File: config.mk
export PLATFORM = sky130hd
export DESIGN_NAME = ahb_regfile_bridge
export DESIGN_NICKNAME = d
export VERILOG_FILES = /design/src/rtl/ahb_regfile_bridge.sv
export SDC_FILE = /design/constraint.sdc
export NUM_CORES = 1
export LEC_CHECK = 0
export CORE_MARGIN = 1.5
export CORE_UTILIZATION = 40
export CTS_BUF_LIST = sky130_fd_sc_hd__clkbuf_4 sky130_fd_sc_hd__clkbuf_8
export DETAILED_ROUTE_END_ITERATION = 8
export HOLD_SLACK_MARGIN = 0.12
export PLACE_DENSITY = 0.89
export REMOVE_ABC_BUFFERS = 1
export SKIP_CTS_REPAIR_TIMING = 1
export SLEW_MARGIN = 30
export SYNTH_ARGS = -nofsm -noshare
export SYNTH_HDL_FRONTEND = slang
export SYNTH_SLANG_ARGS = --single-unit
File: constraint.sdc
create_clock -name clk -period 1.65 [get_ports clk]
set_input_delay 0.33 -clock clk [delete_from_list [all_inputs] [get_ports clk]]
set_output_delay 0.33 -clock clk [all_outputs]
set_load 0.01 [all_outputs]
File: src/rtl/ahb_regfile_bridge.sv
// AHB-Lite slave front end for the generated register file: posted zero-wait writes,
// reads stalled until the regfile answers, two-cycle ERROR for illegal or timed-out transfers.
//
// Handshakes: an AHB transfer is accepted when hsel & htrans[1] & hready are high at a rising
// edge while hreadyout=1. wr_en and rd_en are single-cycle strobes. rdata is taken only on a
// cycle with rd_rdy=1 while the FSM is in RD_WAIT; rd_rdy in any other state is ignored.
module ahb_regfile_bridge #(
   parameter logic [15:0] ADDR_SPAN   = 16'h1000,
   parameter int          TIMEOUT_CYC = 16
) (
   input  logic        clk,
   input  logic        rstb,
   input  logic        hsel,
   input  logic [31:0] haddr,
   input  logic [1:0]  htrans,
   input  logic        hwrite,
   input  logic [2:0]  hsize,
   input  logic [31:0] hwdata,
   input  logic        hready,
   output logic        hreadyout,
   output logic        hresp,
   output logic [31:0] hrdata,
   output logic        wr_en,
   output logic [3:0]  be,
   output logic [15:0] wr_addr,
   output logic [31:0] wdata,
   output logic        rd_en,
   output logic [15:0] rd_addr,
   input  logic [31:0] rdata,
   input  logic        rd_rdy,
   output logic [2:0]  dbg_state
);

   localparam int CW = (TIMEOUT_CYC > 1) ? $clog2(TIMEOUT_CYC) : 1;

   typedef enum logic [2:0] {
      IDLE    = 3'd0,
      WR_DATA = 3'd1,
      RD_REQ  = 3'd2,
      RD_WAIT = 3'd3,
      RD_DONE = 3'd4,
      ERR1    = 3'd5,
      ERR2    = 3'd6
   } state_t;

   state_t        state_q, state_d;
   logic [13:0]   addr_q, addr_d;
   logic [3:0]    be_lat_q, be_lat_d;
   logic          wr_en_q, wr_en_d;
   logic [3:0]    be_q, be_d;
   logic [15:0]   wr_addr_q, wr_addr_d;
   logic [31:0]   wdata_q, wdata_d;
   logic [31:0]   hrdata_q, hrdata_d;
   logic [CW-1:0] cnt_q, cnt_d;

   logic [3:0]    be_dec;
   logic          legal;
   logic          unused_htrans0;

   assign unused_htrans0 = htrans[0];

   always_comb begin
      hreadyout = 1'b1;
      hresp     = 1'b0;
      rd_en     = 1'b0;
      state_d   = state_q;
      addr_d    = addr_q;
      be_lat_d  = be_lat_q;
      wr_en_d   = 1'b0;
      be_d      = be_q;
      wr_addr_d = wr_addr_q;
      wdata_d   = wdata_q;
      hrdata_d  = hrdata_q;
      cnt_d     = cnt_q;

      be_dec = 4'h0;
      legal  = 1'b1;
      case (hsize)
         3'd0: be_dec = 4'b0001 << haddr[1:0];
         3'd1: begin
            be_dec = 4'b0011 << haddr[1:0];
            if (haddr[0]) legal = 1'b0;
         end
         3'd2: begin
            be_dec = 4'hF;
            if (haddr[1:0] != 2'b00) legal = 1'b0;
         end
         default: legal = 1'b0;
      endcase
      if (haddr[31:16] != 16'h0 || haddr[15:0] >= ADDR_SPAN) legal = 1'b0;

      case (state_q)
         IDLE: state_d = IDLE;
         WR_DATA: begin
            // Posted write: data phase completes now, regfile strobe fires next cycle.
            wr_en_d   = 1'b1;
            be_d      = be_lat_q;
            wr_addr_d = {addr_q, 2'b00};
            wdata_d   = hwdata;
            state_d   = IDLE;
         end
         RD_REQ: begin
            hreadyout = 1'b0;
            // Hold off one cycle behind a strobing write so the read sees its result.
            if (!wr_en_q) begin
               rd_en   = 1'b1;
               cnt_d   = '0;
               state_d = RD_WAIT;
            end
         end
         RD_WAIT: begin
            hreadyout = 1'b0;
            if (rd_rdy) begin
               hrdata_d = rdata;
               state_d  = RD_DONE;
            end else if (cnt_q == CW'(TIMEOUT_CYC - 1)) begin
               state_d = ERR1;
            end else begin
               cnt_d = cnt_q + CW'(1);
            end
         end
         RD_DONE: state_d = IDLE;
         ERR1: begin
            hreadyout = 1'b0;
            hresp     = 1'b1;
            state_d   = ERR2;
         end
         ERR2: begin
            hresp   = 1'b1;
            state_d = IDLE;
         end
         default: state_d = IDLE;
      endcase

      if (hreadyout && hsel && htrans[1] && hready) begin
         addr_d   = haddr[15:2];
         be_lat_d = be_dec;
         if (!legal)      state_d = ERR1;
         else if (hwrite) state_d = WR_DATA;
         else             state_d = RD_REQ;
      end
   end

   always_ff @(posedge clk or negedge rstb) begin
      if (!rstb) begin
         state_q   <= IDLE;
         addr_q    <= '0;
         be_lat_q  <= '0;
         wr_en_q   <= 1'b0;
         be_q      <= '0;
         wr_addr_q <= '0;
         wdata_q   <= '0;
         hrdata_q  <= '0;
         cnt_q     <= '0;
      end else begin
         state_q   <= state_d;
         addr_q    <= addr_d;
         be_lat_q  <= be_lat_d;
         wr_en_q   <= wr_en_d;
         be_q      <= be_d;
         wr_addr_q <= wr_addr_d;
         wdata_q   <= wdata_d;
         hrdata_q  <= hrdata_d;
         cnt_q     <= cnt_d;
      end
   end

   assign wr_en     = wr_en_q;
   assign be        = be_q;
   assign wr_addr   = wr_addr_q;
   assign wdata     = wdata_q;
   assign hrdata    = hrdata_q;
   assign rd_addr   = {addr_q, 2'b00};
   assign dbg_state = state_q;

endmodule

==> key figures <==
Final layout
  – Layout net count: 655
  – Share of cells above drive strength 1: 0.304
  – Post-layout utilization of the core: 0.674
  – Diode count: 0
  – Synthesis-to-finish area growth: 64.1%

Timing
  – Worst rel slew slack: 0.655
  – Max-slew violations: 0
  – Fmax: 0.609 GHz
  – Clock Skew: 8.25 ps
  – Setup_tns: 0 ps
  – Worst setup margin: 8.77 ps
  – Least-Margin Pin Slew: 512 ps
  – Hold Fails Final Rpt: 0
  – Hold slack: 330 ps
  – Tmin final: 1640 ps
  – RSZ-0062 raised after global routing: yes
  – Ratio of final minimum period to clock period: 0.995
  – # setup viols final: 0

Clock network
  – H-tree Lvls: 3
  – Reg clk slew, reported paths: 90 ps
  – TritonCTS clock tree: done
  – CTS sink cnt: 108
  – CTS root buf: clkbuf_8
  – Clk_lat worst skew: 350 ps
  – Clock Path Buffers: 2
  – Cts bufs inserted: 9

Global routing
  – Largest net degree at the start of global routing: 56
  – GRT Total Usage: 0.182
  – First-pass GRT wire length: 16.7 mm
  – Grt ovf: 0
  – Initial antenna violation count: 0
  – Number of global-route vias before repair: 3523

Run status
  – Status: finished, final reports clean

Worst setup path
  – CP required: 1890 ps
  – Setup crit end kind: flop
  – Crit path DAT: 1880 ps
  – Crit Path Class: flop to flop
  – Most frequent CP cell: buf_4
  – Worst path top cell family by delay: buffers and inverters
  – Worst setup SP type: flop
  – Worst path max stage delay: 420 ps
  – Worst path slowest cell: dfrtp_2
  – Worst-path cell chain: buf_4 -> nand2b_4 -> buf_4 -> nor2_4 -> buf_12 -> clkbuf_16 -> mux2_2
  – Worst-path maximum fanout: 10
  – Buf+Inv Stages, Crit Path: 4

Synth
  – Post-synth EDFFs: 0
  – YS warnings: 0
  – Syn Area/Cell: 14.8 sq um
  – Post-synthesis cell count: 301
  – Post-synthesis cell type count: 39
  – Register area share after synthesis: 0.607
  – Synth Cell Area: 0.00445 sq mm
  – Async SR Flop Fraction: 1.00
  – Synth Flop Type: dfrtp_1
  – Yosys reg bits: 108

Power
  – Pwr Total: 12000 uW
  – Internal power: 8300 uW
  – Clock power share: 0.124
  – Logic pwr share: 0.500
  – Worst vdd rail ir drop: 923 uV
  – Switching Share: 0.311
  – LEAKAGE: 0.00341 uW
  – Flop pwr share: 0.376
  – NetSw: 3740 uW
  – Pwr dens: 1650 mW/mm^2

Floorplan
  – DIE WIDTH: 108 um
  – Die H: 108 um
  – Initial core utilization: 0.411
  – Core area: 0.0108 sq mm
  – Io pins: 214
  – Site Rows: 38
  – Die ar.: 0.0118 sq mm

Detailed routing
  – Routed vias: 3377
  – Final ANT Viol Nets: 0
  – DR vias/cell: 4.88
  – Drt wl/cell: 17.0 um
  – Iter 0 DRT Violations: 71
  – DRC violation count after routing: 0
  – Drt pass-1 iters: 6
  – Total Wirelength: 11.8 mm

Placed design
  – Placer's final routability congestion estimate: 0.843
  – Hpwl dp: 8.45 mm
  – Pre-CTS setup slack: -258 ps
  – # port buffers: 208

Min path
  – HP Class: input port to async pin

Flow run
  – MaxCap Viol Count: 0
-- worst paths after layout --
kind,cells past startpoint,to,slack (ps),startpoint
max in group asynchronous,3,dbg_state[1]$_DFFE_PN0P_,830,rstb
worst max-delay path,7,wdata[8]$_DFFE_PN0P_,9,dbg_state[0]$_DFFE_PN0P_
min in group clk,2,be_lat_q[0]$_DFFE_PN0P_,490,be_lat_q[0]$_DFFE_PN0P_
worst min-delay path,2,hrdata[30]$_DFFE_PN0P_,330,rstb
worst max register to register,7,wdata[8]$_DFFE_PN0P_,9,dbg_state[0]$_DFFE_PN0P_
worst min register to register,2,be_lat_q[0]$_DFFE_PN0P_,490,be_lat_q[0]$_DFFE_PN0P_
-- through the flow --
stage / area [sq um] / std cells
2_1_floorplan: 4330 / 287
3_3_place_gp: 6880 / 666
3_5_place_dp: 6880 / 666
4_1_cts: 7070 / 682
5_1_grt: 7300 / 692
6_report: 7300 / 692
-- layout make-up --
cell class | instances | area, sq um
clock buffers | 12 | 159
clock inverters | 4 | 23.8
fillers | 791 | 3540
inverters | 3 | 11.3
multi-input cells | 176 | 1660
flip-flops and latches | 108 | 2710
well taps | 140 | 175
repair buffers | 249 | 2570
-- power groups by stage --
stage | Combinational [uW] | Clock (uW) | Sequential, uW
after floorplan | 1840 | 0 | 5090
after global placement | 5620 | 0 | 4500
after detailed placement | 5760 | 0 | 4600
after CTS | 5780 | 1530 | 4550
after global routing | 6400 | 1640 | 4680
final | 6020 | 1490 | 4530
-- flip-flops by register name (all words and copies together) (netlist names) --
name / cells
addr_q: 14
be: 4
be_lat_q: 4
cnt_q: 4
dbg_state: 3
hrdata: 32
wdata: 32
wr_addr: 14
wr_en: 1
-- cells by family (layout without fill, tap and decap cells) --
| group | Yosys count | count (layout) | share of synthesized area |
|---|---|---|---|
| compound gates | 32 | 32 | 0.0481 |
| other cells | 1 | 4 | 0.000843 |
| buf+inv | 20 | 268 | 0.0326 |
| fa+ha+maj | 1 | 1 | 0.00281 |
| flops | 108 | 108 | 0.607 |
| mux | 98 | 98 | 0.256 |
| simple gates | 41 | 41 | 0.0526 |
-- synthesized netlist by cell type (2+ instances only) --
master | count | area [sq um]
nand2_1 | 13 | 48.8
inv_1 | 3 | 11.3
a21oi_1 | 6 | 30.0
buf_6 | 4 | 45.0
nor2b_4 | 2 | 27.5
mux2i_1 | 2 | 20.0
nor3_1 | 3 | 15.0
o41ai_1 | 2 | 17.5
o21ai_0 | 11 | 55.1
mux2_2 | 84 | 946
nand3_1 | 3 | 15.0
dfrtp_1 | 108 | 2700
o31ai_1 | 2 | 15.0
nor2_1 | 5 | 18.8
mux2_4 | 10 | 150
nand2b_1 | 3 | 18.8
mux2_1 | 2 | 22.5
nor4_1 | 5 | 31.3
buf_4 | 6 | 45.0
a22o_1 | 4 | 35.0
buf_2 | 5 | 25.0
-- metal layers --
layer | GRT usage | share of wire
met5 | 0 | 0
met4 | 0.0799 | 0.016
met3 | 0.0597 | 0.086
met2 | 0.325 | 0.52
met1 | 0.196 | 0.38
-- worst reg2reg max path: cells and delay by family (launching register included) --
kind / cells / cell delay [ps]
buffers and inverters: 4 / 600
flip-flops: 1 / 420
multiplexers: 1 / 340
AND/OR/NAND/NOR: 2 / 170
-- cells in the final DEF, fill, tap and decap left out, drive strengths merged, types with 2 or more instances in the layout --
master / netlist / routed
o21ai: 11 / 11
conb: 1 / 4
o41ai: 2 / 2
nor2b: 3 / 3
nand2: 13 / 13
dlymetal6s2s: 0 / 28
nand2b: 3 / 3
buf: 16 / 41
clkinv: 0 / 4
clkdlybuf4s50: 0 / 176
nor3: 3 / 3
clkbuf: 1 / 15
mux2: 96 / 96
inv: 3 / 3
nor4: 5 / 5
nor2: 6 / 6
a22o: 4 / 4
nand3: 4 / 4
mux2i: 2 / 2
a21oi: 6 / 6
o31ai: 2 / 2
dfrtp: 108 / 108
Power figures use the tool's default switching activity.
